===== src/rtl/decode_stage_pkg.sv =====
// Shared decode definitions: class/info bit indices, opcodes, and the decode bundle.
// Optional RV32M decode is enabled by defining DECODE_RVM_EN (used in decode_core).
package decode_stage_pkg;

    // One-hot instruction class vector
    localparam int DEC_CLASS_LEN = 12;
    localparam int CLS_LUI       = 0;
    localparam int CLS_AUIPC     = 1;
    localparam int CLS_JAL       = 2;
    localparam int CLS_JALR      = 3;
    localparam int CLS_BJP       = 4;
    localparam int CLS_ALU       = 5;
    localparam int CLS_ALUI      = 6;
    localparam int CLS_LOAD      = 7;
    localparam int CLS_STORE     = 8;
    localparam int CLS_CSR       = 9;
    localparam int CLS_SPECI     = 10;
    localparam int CLS_MULDIV    = 11;

    // Branch/jump op info
    localparam int BRU_BEQ  = 0;
    localparam int BRU_BNE  = 1;
    localparam int BRU_BLT  = 2;
    localparam int BRU_BGE  = 3;
    localparam int BRU_BLTU = 4;
    localparam int BRU_BGEU = 5;
    localparam int BRU_JAL  = 6;
    localparam int BRU_JALR = 7;
    localparam int BRU_INFO_LEN = 8;

    // Load/store info: access size one-hot (index = func3[1:0]), unsigned, store
    localparam int LSU_B     = 0;
    localparam int LSU_H     = 1;
    localparam int LSU_W     = 2;
    localparam int LSU_UNS   = 3;
    localparam int LSU_STORE = 4;
    localparam int LSU_INFO_LEN = 5;

    // ALU / ALU-immediate op info (shared layout)
    localparam int ALU_ADD  = 0;
    localparam int ALU_SUB  = 1;
    localparam int ALU_SLL  = 2;
    localparam int ALU_SLT  = 3;
    localparam int ALU_SLTU = 4;
    localparam int ALU_XOR  = 5;
    localparam int ALU_SRL  = 6;
    localparam int ALU_SRA  = 7;
    localparam int ALU_OR   = 8;
    localparam int ALU_AND  = 9;
    localparam int ALU_INFO_LEN = 10;

    // CSR op info
    localparam int CSR_RW  = 0;
    localparam int CSR_RS  = 1;
    localparam int CSR_RC  = 2;
    localparam int CSR_IMM = 3;
    localparam int CSR_INFO_LEN = 4;

    // Special (system/fence) op info
    localparam int SPECI_ECALL  = 0;
    localparam int SPECI_EBREAK = 1;
    localparam int SPECI_MRET   = 2;
    localparam int SPECI_SRET   = 3;
    localparam int SPECI_WFI    = 4;
    localparam int SPECI_FENCE  = 5;
    localparam int SPECI_FENCEI = 6;
    localparam int SPECI_INFO_LEN = 7;

    // Mul/div op info, index equals func3
    localparam int MDU_MUL    = 0;
    localparam int MDU_MULH   = 1;
    localparam int MDU_MULHSU = 2;
    localparam int MDU_MULHU  = 3;
    localparam int MDU_DIV    = 4;
    localparam int MDU_DIVU   = 5;
    localparam int MDU_REM    = 6;
    localparam int MDU_REMU   = 7;
    localparam int MDU_INFO_LEN = 8;

    localparam int DECODE_INFO_LEN = 10;

    localparam logic [6:0] OPC_LUI    = 7'b0110111;
    localparam logic [6:0] OPC_AUIPC  = 7'b0010111;
    localparam logic [6:0] OPC_JAL    = 7'b1101111;
    localparam logic [6:0] OPC_JALR   = 7'b1100111;
    localparam logic [6:0] OPC_BRANCH = 7'b1100011;
    localparam logic [6:0] OPC_LOAD   = 7'b0000011;
    localparam logic [6:0] OPC_STORE  = 7'b0100011;
    localparam logic [6:0] OPC_ALUI   = 7'b0010011;
    localparam logic [6:0] OPC_ALU    = 7'b0110011;
    localparam logic [6:0] OPC_FENCE  = 7'b0001111;
    localparam logic [6:0] OPC_SYSTEM = 7'b1110011;

    // inst[31:20] of the func3=000 system instructions (rs1/rd must be zero)
    localparam logic [11:0] F12_ECALL  = 12'h000;
    localparam logic [11:0] F12_EBREAK = 12'h001;
    localparam logic [11:0] F12_SRET   = 12'h102;
    localparam logic [11:0] F12_MRET   = 12'h302;
    localparam logic [11:0] F12_WFI    = 12'h105;

    typedef struct packed {
        logic [DEC_CLASS_LEN-1:0]   cls;
        logic [DECODE_INFO_LEN-1:0] info;
        logic [31:0]                imm;
        logic                       rs1_en;
        logic                       rs2_en;
        logic                       rd_en;
        logic [4:0]                 rs1_idx;
        logic [4:0]                 rs2_idx;
        logic [4:0]                 rd_idx;
        logic [11:0]                csr_addr;
        logic                       illegal;
    } dec_t;

    // ALU op one-hot from func3; alt selects sub/sra
    function automatic logic [DECODE_INFO_LEN-1:0] alu_info(input logic [2:0] f3, input logic alt);
        logic [DECODE_INFO_LEN-1:0] v;
        v = '0;
        case (f3)
            3'b000:  v[alt ? ALU_SUB : ALU_ADD] = 1'b1;
            3'b001:  v[ALU_SLL]  = 1'b1;
            3'b010:  v[ALU_SLT]  = 1'b1;
            3'b011:  v[ALU_SLTU] = 1'b1;
            3'b100:  v[ALU_XOR]  = 1'b1;
            3'b101:  v[alt ? ALU_SRA : ALU_SRL] = 1'b1;
            3'b110:  v[ALU_OR]   = 1'b1;
            default: v[ALU_AND]  = 1'b1;
        endcase
        return v;
    endfunction

endpackage


===== src/rtl/decode_core.sv =====
// Purely combinational RV32I decoder: inst -> class/info/imm/enables/illegal.
// Define DECODE_RVM_EN to decode RV32M mul/div as the muldiv class.
module decode_core
    import decode_stage_pkg::*;
(
    input  logic [31:0] i_inst,
    output dec_t        o_dec
);

    logic [6:0] w_opc;
    logic [2:0] w_f3;
    logic [6:0] w_f7;
    logic       w_rd_use;
    logic       w_ill;
    dec_t       w_dec;

    assign w_opc = i_inst[6:0];
    assign w_f3  = i_inst[14:12];
    assign w_f7  = i_inst[31:25];

    // Decode everything optimistically, then blank the bundle if any illegal case hit
    always_comb begin
        w_dec          = '0;
        w_rd_use       = 1'b0;
        w_ill          = 1'b0;
        w_dec.rs1_idx  = i_inst[19:15];
        w_dec.rs2_idx  = i_inst[24:20];
        w_dec.rd_idx   = i_inst[11:7];
        w_dec.csr_addr = i_inst[31:20];
        if (i_inst[1:0] != 2'b11) begin
            w_ill = 1'b1;
        end else begin
            case (w_opc)
                OPC_LUI: begin
                    w_dec.cls[CLS_LUI] = 1'b1;
                    w_dec.imm          = {i_inst[31:12], 12'h000};
                    w_rd_use           = 1'b1;
                end
                OPC_AUIPC: begin
                    w_dec.cls[CLS_AUIPC] = 1'b1;
                    w_dec.imm            = {i_inst[31:12], 12'h000};
                    w_rd_use             = 1'b1;
                end
                OPC_JAL: begin
                    w_dec.cls[CLS_JAL]   = 1'b1;
                    w_dec.info[BRU_JAL]  = 1'b1;
                    w_dec.imm = {{11{i_inst[31]}}, i_inst[31], i_inst[19:12], i_inst[20], i_inst[30:21], 1'b0};
                    w_rd_use  = 1'b1;
                end
                OPC_JALR: begin
                    w_dec.cls[CLS_JALR]  = 1'b1;
                    w_dec.info[BRU_JALR] = 1'b1;
                    w_dec.imm            = {{20{i_inst[31]}}, i_inst[31:20]};
                    w_dec.rs1_en         = 1'b1;
                    w_rd_use             = 1'b1;
                    w_ill                = (w_f3 != 3'b000);
                end
                OPC_BRANCH: begin
                    w_dec.cls[CLS_BJP] = 1'b1;
                    w_dec.imm = {{19{i_inst[31]}}, i_inst[31], i_inst[7], i_inst[30:25], i_inst[11:8], 1'b0};
                    w_dec.rs1_en = 1'b1;
                    w_dec.rs2_en = 1'b1;
                    case (w_f3)
                        3'b000:  w_dec.info[BRU_BEQ]  = 1'b1;
                        3'b001:  w_dec.info[BRU_BNE]  = 1'b1;
                        3'b100:  w_dec.info[BRU_BLT]  = 1'b1;
                        3'b101:  w_dec.info[BRU_BGE]  = 1'b1;
                        3'b110:  w_dec.info[BRU_BLTU] = 1'b1;
                        3'b111:  w_dec.info[BRU_BGEU] = 1'b1;
                        default: w_ill = 1'b1;
                    endcase
                end
                OPC_LOAD: begin
                    w_dec.cls[CLS_LOAD] = 1'b1;
                    w_dec.imm           = {{20{i_inst[31]}}, i_inst[31:20]};
                    w_dec.rs1_en        = 1'b1;
                    w_rd_use            = 1'b1;
                    case (w_f3)
                        3'b000:  w_dec.info[LSU_B] = 1'b1;
                        3'b001:  w_dec.info[LSU_H] = 1'b1;
                        3'b010:  w_dec.info[LSU_W] = 1'b1;
                        3'b100:  w_dec.info[LSU_B +: 4] = 4'b1001;
                        3'b101:  w_dec.info[LSU_B +: 4] = 4'b1010;
                        default: w_ill = 1'b1;
                    endcase
                end
                OPC_STORE: begin
                    w_dec.cls[CLS_STORE]  = 1'b1;
                    w_dec.info[LSU_STORE] = 1'b1;
                    w_dec.imm    = {{20{i_inst[31]}}, i_inst[31:25], i_inst[11:7]};
                    w_dec.rs1_en = 1'b1;
                    w_dec.rs2_en = 1'b1;
                    case (w_f3)
                        3'b000:  w_dec.info[LSU_B] = 1'b1;
                        3'b001:  w_dec.info[LSU_H] = 1'b1;
                        3'b010:  w_dec.info[LSU_W] = 1'b1;
                        default: w_ill = 1'b1;
                    endcase
                end
                OPC_ALUI: begin
                    w_dec.cls[CLS_ALUI] = 1'b1;
                    w_dec.info   = alu_info(w_f3, (w_f3 == 3'b101) & i_inst[30]);
                    w_dec.rs1_en = 1'b1;
                    w_rd_use     = 1'b1;
                    if (w_f3 == 3'b001) begin
                        w_dec.imm = {27'd0, i_inst[24:20]};
                        w_ill     = (i_inst[31:26] != 6'b000000);
                    end else if (w_f3 == 3'b101) begin
                        w_dec.imm = {27'd0, i_inst[24:20]};
                        w_ill     = (i_inst[31:26] != 6'b000000) && (i_inst[31:26] != 6'b010000);
                    end else begin
                        w_dec.imm = {{20{i_inst[31]}}, i_inst[31:20]};
                    end
                end
                OPC_ALU: begin
                    w_dec.rs1_en = 1'b1;
                    w_dec.rs2_en = 1'b1;
                    w_rd_use     = 1'b1;
                    if ((w_f7 == 7'b0000000) ||
                        ((w_f7 == 7'b0100000) && ((w_f3 == 3'b000) || (w_f3 == 3'b101)))) begin
                        w_dec.cls[CLS_ALU] = 1'b1;
                        w_dec.info         = alu_info(w_f3, w_f7[5]);
                    end
`ifdef DECODE_RVM_EN
                    else if (w_f7 == 7'b0000001) begin
                        w_dec.cls[CLS_MULDIV] = 1'b1;
                        w_dec.info[w_f3]      = 1'b1;
                    end
`endif
                    else begin
                        w_ill = 1'b1;
                    end
                end
                OPC_FENCE: begin
                    w_dec.cls[CLS_SPECI] = 1'b1;
                    if (w_f3 == 3'b001) w_dec.info[SPECI_FENCEI] = 1'b1;
                    else                w_dec.info[SPECI_FENCE]  = 1'b1;
                end
                OPC_SYSTEM: begin
                    if (w_f3 == 3'b000) begin
                        w_dec.cls[CLS_SPECI] = 1'b1;
                        w_ill = (i_inst[19:7] != 13'd0);
                        case (i_inst[31:20])
                            F12_ECALL:  w_dec.info[SPECI_ECALL]  = 1'b1;
                            F12_EBREAK: w_dec.info[SPECI_EBREAK] = 1'b1;
                            F12_SRET:   w_dec.info[SPECI_SRET]   = 1'b1;
                            F12_MRET:   w_dec.info[SPECI_MRET]   = 1'b1;
                            F12_WFI:    w_dec.info[SPECI_WFI]    = 1'b1;
                            default:    w_ill = 1'b1;
                        endcase
                    end else begin
                        // csr ops; func3[2] selects the zero-extended uimm form
                        w_dec.cls[CLS_CSR]  = 1'b1;
                        w_dec.info[CSR_RW]  = (w_f3[1:0] == 2'b01);
                        w_dec.info[CSR_RS]  = (w_f3[1:0] == 2'b10);
                        w_dec.info[CSR_RC]  = (w_f3[1:0] == 2'b11);
                        w_dec.info[CSR_IMM] = w_f3[2];
                        w_dec.imm    = w_f3[2] ? {27'd0, i_inst[19:15]} : 32'd0;
                        w_dec.rs1_en = ~w_f3[2];
                        w_rd_use     = 1'b1;
                        w_ill        = (w_f3 == 3'b100);
                    end
                end
                default: w_ill = 1'b1;
            endcase
        end
        w_dec.rd_en = w_rd_use & (w_dec.rd_idx != 5'd0);
        if (w_ill) begin
            w_dec.cls     = '0;
            w_dec.info    = '0;
            w_dec.imm     = '0;
            w_dec.rs1_en  = 1'b0;
            w_dec.rs2_en  = 1'b0;
            w_dec.rd_en   = 1'b0;
            w_dec.illegal = 1'b1;
        end
    end

    assign o_dec = w_dec;

endmodule


===== src/rtl/decode_stage.sv =====
// Registered ID stage: DEPTH-entry (inst, pc) FIFO, bypass when empty, registered decode bundle.
// Optional RV32M decode via macro DECODE_RVM_EN (handled inside decode_core).
module decode_stage
    import decode_stage_pkg::*;
#(
    parameter int DEPTH = 4,
    parameter int PC_W  = 32
) (
    input  logic                       clk,
    input  logic                       rst_n,
    input  logic                       flush_i,
    input  logic                       if_valid_i,
    output logic                       if_ready_o,
    input  logic [31:0]                if_inst_i,
    input  logic [PC_W-1:0]            if_pc_i,
    output logic                       id_valid_o,
    input  logic                       id_ready_i,
    output logic [PC_W-1:0]            id_pc_o,
    output logic [DEC_CLASS_LEN-1:0]   id_class_o,
    output logic [DECODE_INFO_LEN-1:0] id_info_o,
    output logic [31:0]                id_imm_o,
    output logic                       id_rs1_en_o,
    output logic                       id_rs2_en_o,
    output logic                       id_rd_en_o,
    output logic [4:0]                 id_rs1_idx_o,
    output logic [4:0]                 id_rs2_idx_o,
    output logic [4:0]                 id_rd_idx_o,
    output logic [11:0]                id_csr_addr_o,
    output logic                       id_illegal_o
);

    localparam int PW = $clog2(DEPTH);

    logic [31:0]     r_inst_mem [DEPTH];
    logic [PC_W-1:0] r_pc_mem   [DEPTH];
    logic [PW-1:0]   r_rd_ptr;
    logic [PW-1:0]   r_wr_ptr;
    logic [PW:0]     r_cnt;
    logic            r_vld;
    logic [PC_W-1:0] r_pc;
    dec_t            r_dec;

    logic            w_nempty;
    logic            w_in_fire;
    logic            w_load;
    logic            w_pop;
    logic            w_bypass;
    logic            w_push;
    logic [31:0]     w_src_inst;
    logic [PC_W-1:0] w_src_pc;
    dec_t            w_dec;

    assign w_nempty   = (r_cnt != '0);
    assign if_ready_o = (r_cnt != (PW+1)'(DEPTH));
    assign w_in_fire  = if_valid_i & if_ready_o & ~flush_i;
    // Output register is free when empty or being consumed this cycle
    assign w_load     = ~r_vld | id_ready_i;
    assign w_pop      = w_load & w_nempty & ~flush_i;
    assign w_bypass   = w_load & ~w_nempty & w_in_fire;
    assign w_push     = w_in_fire & ~w_bypass;
    assign w_src_inst = w_nempty ? r_inst_mem[r_rd_ptr] : if_inst_i;
    assign w_src_pc   = w_nempty ? r_pc_mem[r_rd_ptr]   : if_pc_i;

    decode_core u_core (
        .i_inst (w_src_inst),
        .o_dec  (w_dec)
    );

    // FIFO storage; contents need no reset, occupancy is tracked by r_cnt
    always_ff @(posedge clk) begin
        if (w_push) begin
            r_inst_mem[r_wr_ptr] <= if_inst_i;
            r_pc_mem[r_wr_ptr]   <= if_pc_i;
        end
    end

    // FIFO pointers and count; flush empties the buffer
    always_ff @(posedge clk or negedge rst_n) begin
        if (!rst_n) begin
            r_rd_ptr <= '0;
            r_wr_ptr <= '0;
            r_cnt    <= '0;
        end else if (flush_i) begin
            r_rd_ptr <= '0;
            r_wr_ptr <= '0;
            r_cnt    <= '0;
        end else begin
            if (w_push) r_wr_ptr <= r_wr_ptr + 1'b1;
            if (w_pop)  r_rd_ptr <= r_rd_ptr + 1'b1;
            case ({w_push, w_pop})
                2'b10:   r_cnt <= r_cnt + 1'b1;
                2'b01:   r_cnt <= r_cnt - 1'b1;
                default: r_cnt <= r_cnt;
            endcase
        end
    end

    // Output bundle register: loads from FIFO head, else bypasses the input
    always_ff @(posedge clk or negedge rst_n) begin
        if (!rst_n) begin
            r_vld <= 1'b0;
            r_pc  <= '0;
            r_dec <= '0;
        end else if (flush_i) begin
            r_vld <= 1'b0;
        end else if (w_load) begin
            if (w_pop || w_bypass) begin
                r_vld <= 1'b1;
                r_pc  <= w_src_pc;
                r_dec <= w_dec;
            end else begin
                r_vld <= 1'b0;
            end
        end
    end

    assign id_valid_o    = r_vld;
    assign id_pc_o       = r_pc;
    assign id_class_o    = r_dec.cls;
    assign id_info_o     = r_dec.info;
    assign id_imm_o      = r_dec.imm;
    assign id_rs1_en_o   = r_dec.rs1_en;
    assign id_rs2_en_o   = r_dec.rs2_en;
    assign id_rd_en_o    = r_dec.rd_en;
    assign id_rs1_idx_o  = r_dec.rs1_idx;
    assign id_rs2_idx_o  = r_dec.rs2_idx;
    assign id_rd_idx_o   = r_dec.rd_idx;
    assign id_csr_addr_o = r_dec.csr_addr;
    assign id_illegal_o  = r_dec.illegal;

endmodule


===== config.mk =====
export PLATFORM = sky130hd
export DESIGN_NAME = decode_stage
export DESIGN_NICKNAME = d
export VERILOG_FILES = /design/src/rtl/decode_stage_pkg.sv /design/src/rtl/decode_core.sv /design/src/rtl/decode_stage.sv
export SDC_FILE = /design/constraint.sdc
export NUM_CORES = 1
export LEC_CHECK = 0
export ABC_AREA = 1
export BUFFER_PORTS_ARGS = -buffer_cell sky130_fd_sc_hd__buf_4
export CORE_ASPECT_RATIO = 1.75
export CORE_UTILIZATION = 53
export DETAILED_ROUTE_END_ITERATION = 10
export PLACE_DENSITY = 0.85
export SLEW_MARGIN = 5
export SYNTH_ARGS = -nofsm -noshare
export SYNTH_HDL_FRONTEND = slang
export SYNTH_SLANG_ARGS = --single-unit

===== constraint.sdc =====
create_clock -name clk -period 4.33 [get_ports clk]
set_input_delay 0.433 -clock clk [delete_from_list [all_inputs] [get_ports clk]]
set_output_delay 0.433 -clock clk [all_outputs]
set_load 0.1 [all_outputs]

==> flow_results.xml <==
<?xml version="1.0" encoding="UTF-8"?>
<metrics>
  <group name="status">
    <metric name="run_status" unit="">finished clean</metric>
  </group>
  <group name="finish">
    <metric name="final_core_utilization" unit="%">62.1</metric>
    <metric name="most-common-layout-cells" unit="">sky130_fd_sc_hd__nand2_1, sky130_fd_sc_hd__edfxtp_1, sky130_fd_sc_hd__nor2_1</metric>
    <metric name="area_growth_syn_to_layout" unit="%">15.4</metric>
    <metric name="layout_commonest_cell" unit="">sky130_fd_sc_hd__nand2_1</metric>
    <metric name="layout.nets" unit="">1950</metric>
    <metric name="combined_area_of_the_multi_input_logic_cells" unit="sq um">5260</metric>
    <metric name="post_layout_nonfiller_instances" unit="">2297</metric>
    <metric name="ratio_of_cells_with_drive_above_1_in_the_final_layout" unit="%">16.6</metric>
    <metric name="ff_latch_area" unit="sq um">10700</metric>
    <metric name="fillers" unit="">2410</metric>
  </group>
  <group name="global_route">
    <metric name="antenna_found_initial" unit="">2</metric>
    <metric name="grt_max_degree" unit="">74</metric>
    <metric name="first_pass_grt_wire_length" unit="um">70000</metric>
    <metric name="grt_usage" unit="%">28.4</metric>
    <metric name="globalRouteOverflowTotal" unit="">0</metric>
    <metric name="grt_pass1_vias" unit="">13000</metric>
  </group>
  <group name="timing">
    <metric name="min_period" unit="ns">3.69</metric>
    <metric name="timing.final.crit_share" unit="%">85.3</metric>
    <metric name="slew_headroom" unit="%">49.3</metric>
    <metric name="timing_hold_violations_final" unit="">0</metric>
    <metric name="timing_worst_slew_pin_value" unit="ns">0.760</metric>
    <metric name="timing.fmax" unit="MHz">271</metric>
    <metric name="setup_violations" unit="">0</metric>
    <metric name="worst_clock_skew" unit="ns">0.00859</metric>
    <metric name="finalMaxSlewViolations" unit="">0</metric>
    <metric name="setup_repair_after_global_routing_missed_its_margin" unit="">no</metric>
    <metric name="finalHoldWorstSlack" unit="ns">0.0676</metric>
  </group>
  <group name="floorplanning">
    <metric name="std_cell_rows" unit="">86</metric>
    <metric name="core" unit="sq um">31400</metric>
    <metric name="die_width" unit="um">137</metric>
    <metric name="floorplan.initialDensity" unit="%">53.9</metric>
    <metric name="floorplan.die_area" unit="sq um">32700</metric>
    <metric name="floorplan.io_pins" unit="">188</metric>
    <metric name="die_height" unit="um">238</metric>
  </group>
  <group name="power_and_ir_drop">
    <metric name="power.switching_fraction" unit="%">49.5</metric>
    <metric name="static-leakage-power" unit="nW">8.36</metric>
    <metric name="worst_ir_drop_vdd" unit="uV">680</metric>
    <metric name="p_int" unit="mW">7.33</metric>
    <metric name="pwr-share-comb" unit="%">49.4</metric>
    <metric name="net_switching_power_figure" unit="mW">7.20</metric>
    <metric name="power.density" unit="nW/um^2">744</metric>
    <metric name="p_clk_share" unit="%">18.8</metric>
    <metric name="relative_contribution_of_sequential_cells_to_total_power" unit="%">31.8</metric>
  </group>
  <group name="synthesis">
    <metric name="synth-edff-count" unit="">256</metric>
    <metric name="ys.warnings.count" unit="">0</metric>
    <metric name="number_of_unique_standard_cell_types_used_by_synthesis" unit="">47</metric>
    <metric name="synth.ff_latch_count" unit="">375</metric>
    <metric name="synthArstFlopShare" unit="%">31.7</metric>
    <metric name="netlist_area" unit="sq um">16900</metric>
    <metric name="synthesis.area_per_instance" unit="sq um">9.79</metric>
    <metric name="yosys-top-cells-area" unit="">sky130_fd_sc_hd__edfxtp_1, sky130_fd_sc_hd__dfrtp_1, sky130_fd_sc_hd__nand2_1</metric>
    <metric name="synth.yosys.seq_area_share" unit="%">63.0</metric>
    <metric name="synthCells" unit="">1728</metric>
    <metric name="ys_dominant_reg_cell" unit="">sky130_fd_sc_hd__edfxtp_1</metric>
    <metric name="yosysTopAreaCell" unit="">sky130_fd_sc_hd__edfxtp_1</metric>
    <metric name="post-synth-top-area-fraction" unit="%">45.4</metric>
    <metric name="synthesis.nets" unit="">1802</metric>
  </group>
  <group name="detailed_routing">
    <metric name="drtIter0Drc" unit="">1201</metric>
    <metric name="ratio_of_routed_vias_to_standard_cells" unit="">5.77</metric>
    <metric name="drc_errors" unit="">0</metric>
    <metric name="detailedRoute.firstPassIterationCount" unit="">6</metric>
    <metric name="final_routed_wirelength_across_all_metal_layers" unit="um">45600</metric>
    <metric name="route.vias.total" unit="">13300</metric>
    <metric name="antenna_left" unit="">0</metric>
    <metric name="routedWlPerCell" unit="um">19.9</metric>
  </group>
  <group name="placed_design">
    <metric name="gpl.final_weighted_congestion" unit="">1.03</metric>
    <metric name="placement.io_buffers" unit="">186</metric>
    <metric name="dpl_cells" unit="">2238</metric>
    <metric name="dp.final_hpwl" unit="um">30500</metric>
  </group>
  <group name="worst_setup_path">
    <metric name="worst_setup_path_start_kind" unit="">flip-flop</metric>
    <metric name="endpoint_required_time_on_the_critical_path" unit="ns">4.84</metric>
    <metric name="critical_path.reg2reg.startpoint" unit="">r_cnt[1]</metric>
    <metric name="setup.worst_path.start" unit="">r_cnt[1]</metric>
    <metric name="timing.setup.critical_path_class" unit="">flip-flop to flip-flop</metric>
    <metric name="r2r.worst_path.cells" unit="">15</metric>
    <metric name="crit_arrival" unit="ns">4.20</metric>
    <metric name="worst_path_max_fanout" unit="">37</metric>
    <metric name="setup.worst_path.end" unit="">id_imm_o[12]</metric>
    <metric name="worst-r2r-setup-slack" unit="ns">0.64</metric>
    <metric name="worstSetupEndpointType" unit="">flip-flop</metric>
    <metric name="rr_endpoint" unit="">id_imm_o[12]</metric>
  </group>
  <group name="flow_run">
    <metric name="drv.max_cap_violation_count" unit="">0</metric>
  </group>
  <group name="hold_path">
    <metric name="hold_path.class" unit="">input port to flip-flop</metric>
  </group>
  <group name="clocking">
    <metric name="tritoncts" unit="">done</metric>
    <metric name="cts_sinks" unit="">375</metric>
    <metric name="cts_root_buffer" unit="">sky130_fd_sc_hd__clkbuf_16</metric>
    <metric name="worstSkewPairLatency" unit="ns">0.57</metric>
    <metric name="cts-root-to-sink-buffers" unit="">3</metric>
    <metric name="number_of_buffers_added_by_the_clock_tree_synthesis_step" unit="">31</metric>
    <metric name="h-tree-depth" unit="">1</metric>
    <metric name="post_cts_resized" unit="">0</metric>
    <metric name="clk_slew_on_worst_s_h_paths" unit="ns">0.07</metric>
  </group>
</metrics>
## sequential cells by signal, indices dropped and copies added, names as in the netlist
name / count
id_class_o: 11
id_csr_addr_o: 8
id_illegal_o: 1
id_imm_o: 32
id_info_o: 10
id_pc_o: 32
id_rd_en_o: 1
id_rd_idx_o: 5
id_rs1_en_o: 1
id_rs1_idx_o: 5
id_rs2_en_o: 1
id_rs2_idx_o: 4
id_valid_o: 1
r_cnt: 3
r_inst_mem: 128
r_pc_mem: 128
r_rd_ptr: 2
r_wr_ptr: 2
## cells in the mapped netlist, types with 2 or more instances
cell type                  instances
sky130_fd_sc_hd__nand3_2           2
sky130_fd_sc_hd__nor2_1          216
sky130_fd_sc_hd__buf_1             5
sky130_fd_sc_hd__a31oi_1           2
sky130_fd_sc_hd__clkbuf_1         49
sky130_fd_sc_hd__nand2_1         405
sky130_fd_sc_hd__a22oi_1           5
sky130_fd_sc_hd__or2_1            14
sky130_fd_sc_hd__buf_6            14
sky130_fd_sc_hd__nand2_2          16
sky130_fd_sc_hd__nor2_4            4
sky130_fd_sc_hd__o21ai_0         136
sky130_fd_sc_hd__edfxtp_1        256
sky130_fd_sc_hd__o211ai_1          6
sky130_fd_sc_hd__or2_2             3
sky130_fd_sc_hd__o21a_1            5
sky130_fd_sc_hd__ha_1              4
sky130_fd_sc_hd__buf_8             2
sky130_fd_sc_hd__nand3_1         111
sky130_fd_sc_hd__or2_0             2
sky130_fd_sc_hd__inv_1           115
sky130_fd_sc_hd__nand2_4           3
sky130_fd_sc_hd__nor2_2            5
sky130_fd_sc_hd__buf_2            18
sky130_fd_sc_hd__a21oi_1          90
sky130_fd_sc_hd__o22ai_1          34
sky130_fd_sc_hd__dfrtp_1         119
sky130_fd_sc_hd__xor2_1            2
sky130_fd_sc_hd__clkinv_1          3
sky130_fd_sc_hd__nand3b_1          4
sky130_fd_sc_hd__inv_2             8
sky130_fd_sc_hd__nand4_1          37
sky130_fd_sc_hd__o21ai_1          10
sky130_fd_sc_hd__buf_4            10
## metal layers
metal | track usage, % | part of all wire, % | vias up
met5 | 0 | 0 | -
met4 | 15.2 | 4.8 | 0
met3 | 3.19 | 6.0 | 123
met2 | 50.3 | 53 | 620
met1 | 33.1 | 36 | 6399
li1 | - | - | 6109
## worst min-delay path by stage
stage | from | endpoint | cells past startpoint
global placement | rst_n | id_info_o[4] | 1
detailed placement | id_imm_o[18] | id_imm_o[18] | 2
finish | if_pc_i[16] | r_pc_mem[3][16] | 1
floorplan | rst_n | id_class_o[0] | 0
CTS | if_pc_i[7] | r_pc_mem[1][7] | 1
global route | if_pc_i[16] | r_pc_mem[3][16] | 1
## cell families after synthesis
group                      synth area share [%]
other                                    0.0222
DFF                                        63.0
adders and majority gates                 0.414
AOI/OAI and AO/OA                          9.29
buffers and inverters                      6.12
muxes                                    0.0592
xor gates and xnor gates                  0.155
and+or+nand+nor                            20.9
## cell type report
| cell class | count | share of cell area [%] |
|---|---|---|
| antenna | 2 | 0.0256 |
| clock buffer | 39 | 4.38 |
| clock inverter | 17 | 0.692 |
| inverter | 127 | 2.46 |
| multi-input combinational | 1128 | 26.9 |
| sequential | 375 | 54.6 |
| tap | 396 | 2.54 |
| timing repair buffer | 213 | 8.33 |
## timing repair
action                                  CTS  global route
endpoints found under the setup margin    0             0
endpoints found under the hold margin    41             0
buffers inserted                          0             0
hold buffers                              1             0
## power by group through the flow
stage                     Clock [mW]  Combinational (mW)  Sequential, mW
final                           2.74                7.18            4.61
after global routing            2.90                7.67            4.66
after CTS                       2.77                7.16            4.61
after detailed placement           0                7.13            4.68
after global placement             0                7.01            4.66
after floorplan                    0                3.51            6.53
## worst max-delay path, cell delays in order (launching register included)
cell	delay, ns
sky130_fd_sc_hd__dfrtp_1	0.45
sky130_fd_sc_hd__nor2_4	0.19
sky130_fd_sc_hd__nand2_4	0.23
sky130_fd_sc_hd__inv_2	0.52
sky130_fd_sc_hd__nand2_1	0.15
sky130_fd_sc_hd__nand2_2	0.20
sky130_fd_sc_hd__nand2_2	0.12
sky130_fd_sc_hd__nor2_4	0.18
sky130_fd_sc_hd__nand2_1	0.21
sky130_fd_sc_hd__inv_1	0.17
sky130_fd_sc_hd__nor2_1	0.07
sky130_fd_sc_hd__nand2_1	0.42
sky130_fd_sc_hd__nand2_1	0.30
sky130_fd_sc_hd__a21oi_1	0.22
sky130_fd_sc_hd__nand3_1	0.10
sky130_fd_sc_hd__nand2_1	0.09
## stage by stage
step	TNS, ns	power [mW]	instance area, sq um	setup WS [ns]
2_1_floorplan	-64.35	10.0	16900	-0.251
3_3_place_gp	0	11.7	18500	0.736
5_1_grt	0	15.2	19500	0.440
3_5_place_dp	0	11.8	18500	0.739
6_report	0	14.5	19500	0.636
4_1_cts	0	14.5	19500	0.703
No activity file was read; power rests on OpenSTA's default activity.
